[src/rtl/alu_pkg.sv]
// Shared ALU package.
// Holds the default operand widths used by both the multiplier and the
// divider, the sequencer state encoding, and a small width helper.
//   DEF_N     : default divisor / remainder width
//   DEF_M     : default quotient width (and divider iteration count)
//   state_t   : IDLE / RUN / FIN sequencer states
//   cnt_width : bits needed to count down from m-1 to 0 (at least 1)
package alu_pkg;

  localparam int DEF_N = 3;
  localparam int DEF_M = 8;

  typedef enum logic [1:0] {
    IDLE = 2'd0,
    RUN  = 2'd1,
    FIN  = 2'd2
  } state_t;

  function automatic int cnt_width(input int m);
    return (m > 1) ? $clog2(m) : 1;
  endfunction

endpackage

[src/rtl/div_step.sv]
// One restoring-division step: conditionally subtracts the divisor from the
// shifted partial remainder. The subtraction is rem + ~{0,den} + 1 through a
// ripple chain of full_adder cells; a carry out of the top means no borrow.
// Ports:
//   rem      : shifted partial remainder {R[N-1:0], next dividend bit}, N+1 bits
//   den      : divisor, N bits
//   rem_next : next partial remainder, N bits
//   q_bit    : quotient bit produced by this step (1 = subtraction kept)
module div_step #(
  parameter int N = 3
) (
  input  logic [N:0]   rem,
  input  logic [N-1:0] den,
  output logic [N-1:0] rem_next,
  output logic         q_bit
);

  logic [N-1:0] den_n;
  logic [N:0]   carry;
  logic [N-1:0] diff;

  assign den_n    = ~den;
  assign carry[0] = 1'b1;

  for (genvar i = 0; i < N; i++) begin : g_cell
    full_adder u_fa (
      .a   (rem[i]),
      .b   (den_n[i]),
      .cin (carry[i]),
      .sum (diff[i]),
      .cout(carry[i+1])
    );
  end

  // The top cell adds rem[N] to the inverted zero-extension bit (always 1),
  // so its carry out reduces to rem[N] | carry[N]; its sum bit is never needed
  // because a kept difference is always below the divisor.
  assign q_bit    = rem[N] | carry[N];
  assign rem_next = q_bit ? diff : rem[N-1:0];

endmodule

[src/rtl/full_adder.sv]
// One-bit full adder cell shared by the ALU arithmetic blocks.
// Ports:
//   a, b : operand bits
//   cin  : carry in
//   sum  : sum bit
//   cout : carry out
module full_adder (
  input  logic a,
  input  logic b,
  input  logic cin,
  output logic sum,
  output logic cout
);

  assign sum  = a ^ b ^ cin;
  assign cout = (a & b) | (cin & (a ^ b));

endmodule

[src/rtl/divide_seq.sv]
// Sequential restoring divider, one quotient bit per clock.
// Divides an (N+M)-bit dividend by an N-bit divisor giving an M-bit quotient
// and an N-bit remainder, with divide-by-zero and quotient-overflow detected
// up front so those cases finish without iterating.
// Ports:
//   clk, rst_n : clock and synchronous active-low reset
//   start      : request a division (taken only while idle)
//   dividend   : N+M-bit numerator, sampled on the accepting edge
//   divisor    : N-bit denominator, sampled on the accepting edge
//   busy       : operation in progress
//   done       : one-cycle pulse when results update
//   quotient   : M-bit result quotient
//   remainder  : N-bit result remainder
//   div_zero   : last operation had a zero divisor
//   overflow   : last quotient did not fit in M bits
module divide_seq
  import alu_pkg::*;
#(
  parameter int N = DEF_N,
  parameter int M = DEF_M
) (
  input  logic           clk,
  input  logic           rst_n,
  input  logic           start,
  input  logic [N+M-1:0] dividend,
  input  logic [N-1:0]   divisor,
  output logic           busy,
  output logic           done,
  output logic [M-1:0]   quotient,
  output logic [N-1:0]   remainder,
  output logic           div_zero,
  output logic           overflow
);

  localparam int CW = cnt_width(M);

  state_t         state;
  state_t         state_next;
  logic [N-1:0]   d;
  logic [N-1:0]   r;
  logic [M-1:0]   q;
  logic [CW-1:0]  cnt;
  logic           dz_pend;
  logic           ov_pend;
  logic [N-1:0]   r_step;
  logic           q_bit;
  logic [N-1:0]   dividend_hi;
  logic           zero_div;
  logic           early_ovf;

  // The partial remainder stays below the divisor, so N bits of storage are
  // enough; the extra step bit comes from the dividend bit shifted in.
  div_step #(.N(N)) u_step (
    .rem     ({r, q[M-1]}),
    .den     (d),
    .rem_next(r_step),
    .q_bit   (q_bit)
  );

  assign dividend_hi = dividend[N+M-1:M];
  assign busy        = (state != IDLE);

  // Early-exit checks: a quotient fits in M bits only if the upper part of
  // the dividend is already smaller than the divisor.
  always_comb begin
    zero_div  = (divisor == '0);
    early_ovf = !zero_div && (dividend_hi >= divisor);
  end

  // Next-state logic; the early exits skip RUN entirely.
  always_comb begin
    state_next = state;
    case (state)
      IDLE: if (start) state_next = (zero_div || early_ovf) ? FIN : RUN;
      RUN:  if (cnt == '0) state_next = FIN;
      FIN:  state_next = IDLE;
      default: state_next = IDLE;
    endcase
  end

  // State register.
  always_ff @(posedge clk) begin
    if (!rst_n) begin
      state <= IDLE;
    end else begin
      state <= state_next;
    end
  end

  // Datapath and result registers. Early exits preload q/r with their fixed
  // results so FIN handles every path the same way.
  always_ff @(posedge clk) begin
    if (!rst_n) begin
      done      <= 1'b0;
      quotient  <= '0;
      remainder <= '0;
      div_zero  <= 1'b0;
      overflow  <= 1'b0;
      d         <= '0;
      r         <= '0;
      q         <= '0;
      cnt       <= '0;
      dz_pend   <= 1'b0;
      ov_pend   <= 1'b0;
    end else begin
      done <= 1'b0;
      case (state)
        IDLE: begin
          if (start) begin
            d   <= divisor;
            cnt <= CW'(M - 1);
            if (zero_div) begin
              q       <= '1;
              r       <= dividend[N-1:0];
              dz_pend <= 1'b1;
              ov_pend <= 1'b0;
            end else if (early_ovf) begin
              q       <= '1;
              r       <= '0;
              dz_pend <= 1'b0;
              ov_pend <= 1'b1;
            end else begin
              q       <= dividend[M-1:0];
              r       <= dividend_hi;
              dz_pend <= 1'b0;
              ov_pend <= 1'b0;
            end
          end
        end
        RUN: begin
          r   <= r_step;
          q   <= M'({q, q_bit});
          cnt <= cnt - CW'(1);
        end
        FIN: begin
          quotient  <= q;
          remainder <= r;
          div_zero  <= dz_pend;
          overflow  <= ov_pend;
          done      <= 1'b1;
        end
        default: ;
      endcase
    end
  end

endmodule

[config.mk]
export PLATFORM = sky130hd
export DESIGN_NAME = divide_seq
export DESIGN_NICKNAME = d
export VERILOG_FILES = /design/src/rtl/alu_pkg.sv /design/src/rtl/div_step.sv /design/src/rtl/full_adder.sv /design/src/rtl/divide_seq.sv
export SDC_FILE = /design/constraint.sdc
export NUM_CORES = 1
export LEC_CHECK = 0
export ABC_CLOCK_PERIOD_IN_PS = 3300
export BUFFER_PORTS_ARGS = -buffer_cell sky130_fd_sc_hd__buf_2
export CORE_ASPECT_RATIO = 0.5
export CORE_MARGIN = 2
export CORE_UTILIZATION = 57
export DETAILED_ROUTE_END_ITERATION = 8
export HOLD_SLACK_MARGIN = 0.08
export PLACE_DENSITY = 0.91
export SLEW_MARGIN = 5
export SYNTH_ARGS = -nofsm -noshare
export SYNTH_HDL_FRONTEND = slang
export SYNTH_SLANG_ARGS = --single-unit
[constraint.sdc]
create_clock -name clk -period 3.3 [get_ports clk]
set_input_delay 0.33 -clock clk [delete_from_list [all_inputs] [get_ports clk]]
set_output_delay 0.33 -clock clk [all_outputs]
set_load 0.1 [all_outputs]
==> metrics.cfg <==
[yosys]
syn_inst=186
synth_edf_count=0
synthArstFlopShare_pct=0
ys_warn_count=0
ys.flop_type=dfxtp_1
syn_area_per_cell_um2=8.57
synth_area_um2=1590
ys_seq_elements=35
syn-num-nets=211
synth_seq_area_share_pct=44.0
yosysUniqueCellTypes=35

[power_and_ir_drop]
p_per_area_nw_per_um2=556
power.leakage_nw=0.765
peakVddDrop_mv=0.276
total_power_mw=1.02

[global_routing]
grt_max_degree=32
grt-ovfl-total=0
grt_pass1_vias=1254
antenna_found_initial=0
grt_pass1_wl_um=5690
track_usage_pct=24.2

[floorplan]
dieArea_um2=3260
start_util_pct=60.9
io_pins=32
fp-row-count=13
chipHeight_um=41.4
core-area_um2=2620
die_x_um=78.8

[setup_path]
path_cells=inv_1 > ha_1 > fa_1 > inv_1 > fa_1 > nor2_1 > mux2_2 > a221oi_2
path_class=register to register
crit_family=adder cells
reg2reg_to=r[1]$_SDFFE_PN0P_
r2r_start=q[7]$_SDFFE_PN0P_
critPathBufInv=2
cpPeakStageDelay_ps=380
startpoint=q[7]$_SDFFE_PN0P_
rr_worst_depth=8
crit_required_ps=3500
arrival_ps=2330
cpMaxStageDelayCell=fa_1
startpoint_type=register
cp-end-kind=register
reg2reg_slack_ps=1170
worstPathMaxFanout=3

[detailed_routing]
first_pass_iters=4
ant_nets=0
num_vias=1381
drt_iter0_markers=144
vias_per_cell=5.46
wl_um=3420
drc=0
wire_per_inst_um=13.5

[cts]
ctsLongestPathBuffers=2
clkTransAtPathRegs_ps=70
root_buffer=clkbuf_8
cts_repair_resize_count=0
cts_buffers=5
clk_latency_ps=290
postCtsHoldBufs=0
h-tree-depth=2
numClockSinks=35
cts_tree=built
cts_setup_buffers=0

[timing]
fin_worst_skew_ps=3.62
setup_viol=0
slew_headroom_pct=38.6
rsz0062_at_grt=false
fmax_ghz=0.470
slew_violations=0
hold_slack_ps=285
worst_slack_ps=1170
tightest_slew_ps=920
final_hold_viol_count=0
fin_crit_sh_pct=64.4
finalCriticalPeriod_ps=2130
finalSetupTns_ps=0

[cells_and_area]
stdcell_count=253
area.sequential_um2=701
drive_above_1_share_pct=25.0
area_growth_pct=15.0
multi_input_area_um2=793
final_nets=240
fillerInstances=214
design_area_um2=1830
final_util_pct=70.0
antenna-diode-count=0

[min_path]
hold_depth=2
min_to=state[0]$_SDFFE_PN0P_
hold_start=rst_n
hold_path.class=primary input to register

[placement]
gp_congestion=0.856
hpwl_um=2470
post-place-ws_ps=1190
place_area_um2=1750
portBuffers=31
place_inst=245

[run]
max_cap_viol_count=0

[outcome]
outcome=finished, final reports clean

## state kept, by name (all words and copies together) (netlist names)
register and cells:
q 8, quotient 8, cnt 3, d 3, r 3, remainder 3, state 2, div_zero 1
done 1, dz_pend 1, ov_pend 1, overflow 1
## cells in the mapped netlist, drive strengths merged (2+ instances only)
cell type | number | area share (%)
or2 | 2 | 0.78
a21oi | 29 | 9.3
nand2 | 38 | 9.1
mux2 | 2 | 1.4
and2 | 2 | 0.86
ha | 6 | 4.7
clkbuf | 5 | 1.3
nor2b | 3 | 1.3
a22oi | 8 | 3.8
inv | 13 | 3.1
or3b | 2 | 1.1
fa | 2 | 2.5
buf | 5 | 2.0
dfxtp | 35 | 44
nor2 | 7 | 1.6
a221oi | 5 | 3.9
o21ai | 13 | 4.6
## worst max-delay path by stage
| stage | cells past startpoint | to | slack (ps) |
|---|---|---|---|
| global route | 8 | r[1]$_SDFFE_PN0P_ | 1030 |
| finish | 8 | r[1]$_SDFFE_PN0P_ | 1170 |
| detailed placement | 8 | r[1]$_SDFFE_PN0P_ | 1190 |
| global placement | 8 | r[1]$_SDFFE_PN0P_ | 1350 |
| floorplan | 8 | r[1]$_SDFFE_PN0P_ | 1390 |
| CTS | 8 | r[1]$_SDFFE_PN0P_ | 1170 |
## cell type report
class	count	share of cell area [%]
repair buffers	32	8.87
clock buffers	7	4.16
well taps	37	2.53
flip-flops and latches	35	38.2
multi-input cells	128	43.3
clock inverters	1	0.273
inverters	13	2.66
## cell usage in the layout (no fill, tap or decap), types with 2 or more instances in the layout
| cell type | synthesis | final |
|---|---|---|
| or2_2 | 2 | 2 |
| ha_1 | 6 | 6 |
| buf_2 | 4 | 31 |
| clkbuf_8 | 0 | 5 |
| o21ai_0 | 4 | 4 |
| a22oi_1 | 8 | 8 |
| nor2b_1 | 2 | 2 |
| clkbuf_1 | 4 | 2 |
| o21ai_1 | 7 | 7 |
| or3b_1 | 2 | 2 |
| a21oi_1 | 28 | 28 |
| mux2_2 | 2 | 2 |
| a221oi_1 | 2 | 2 |
| nor2_1 | 7 | 7 |
| inv_1 | 13 | 13 |
| o21ai_2 | 2 | 2 |
| nand2_1 | 37 | 37 |
| a221oi_2 | 3 | 3 |
| dfxtp_1 | 35 | 35 |
| fa_1 | 2 | 2 |
## routing by layer
layer	wire length, um	track usage (%)	vias to the layer above
met3	230	7.76	7
li1	-	-	696
met1	1530	28.0	632
met4	47	9.65	0
met5	0	0	-
met2	1610	44.4	46
## kinds of logic after synthesis
kind of cell,Yosys count,synth area share [%]
DFF,35,44.0
muxes,3,2.04
adders and majority gates,8,7.22
buffers and inverters,23,6.28
and+or+nand+nor,58,16.9
AOI/OAI and AO/OA,59,23.6
## where the power goes
part | internal (mW) | leakage [nW] | switching, mW
registers | 0.456 | 0.287 | 0.0248
clock network | 0.148 | 0.0422 | 0.147
logic | 0.0771 | 0.436 | 0.166
total | 0.681 | 0.765 | 0.337
Power figures use the tool's default switching activity.
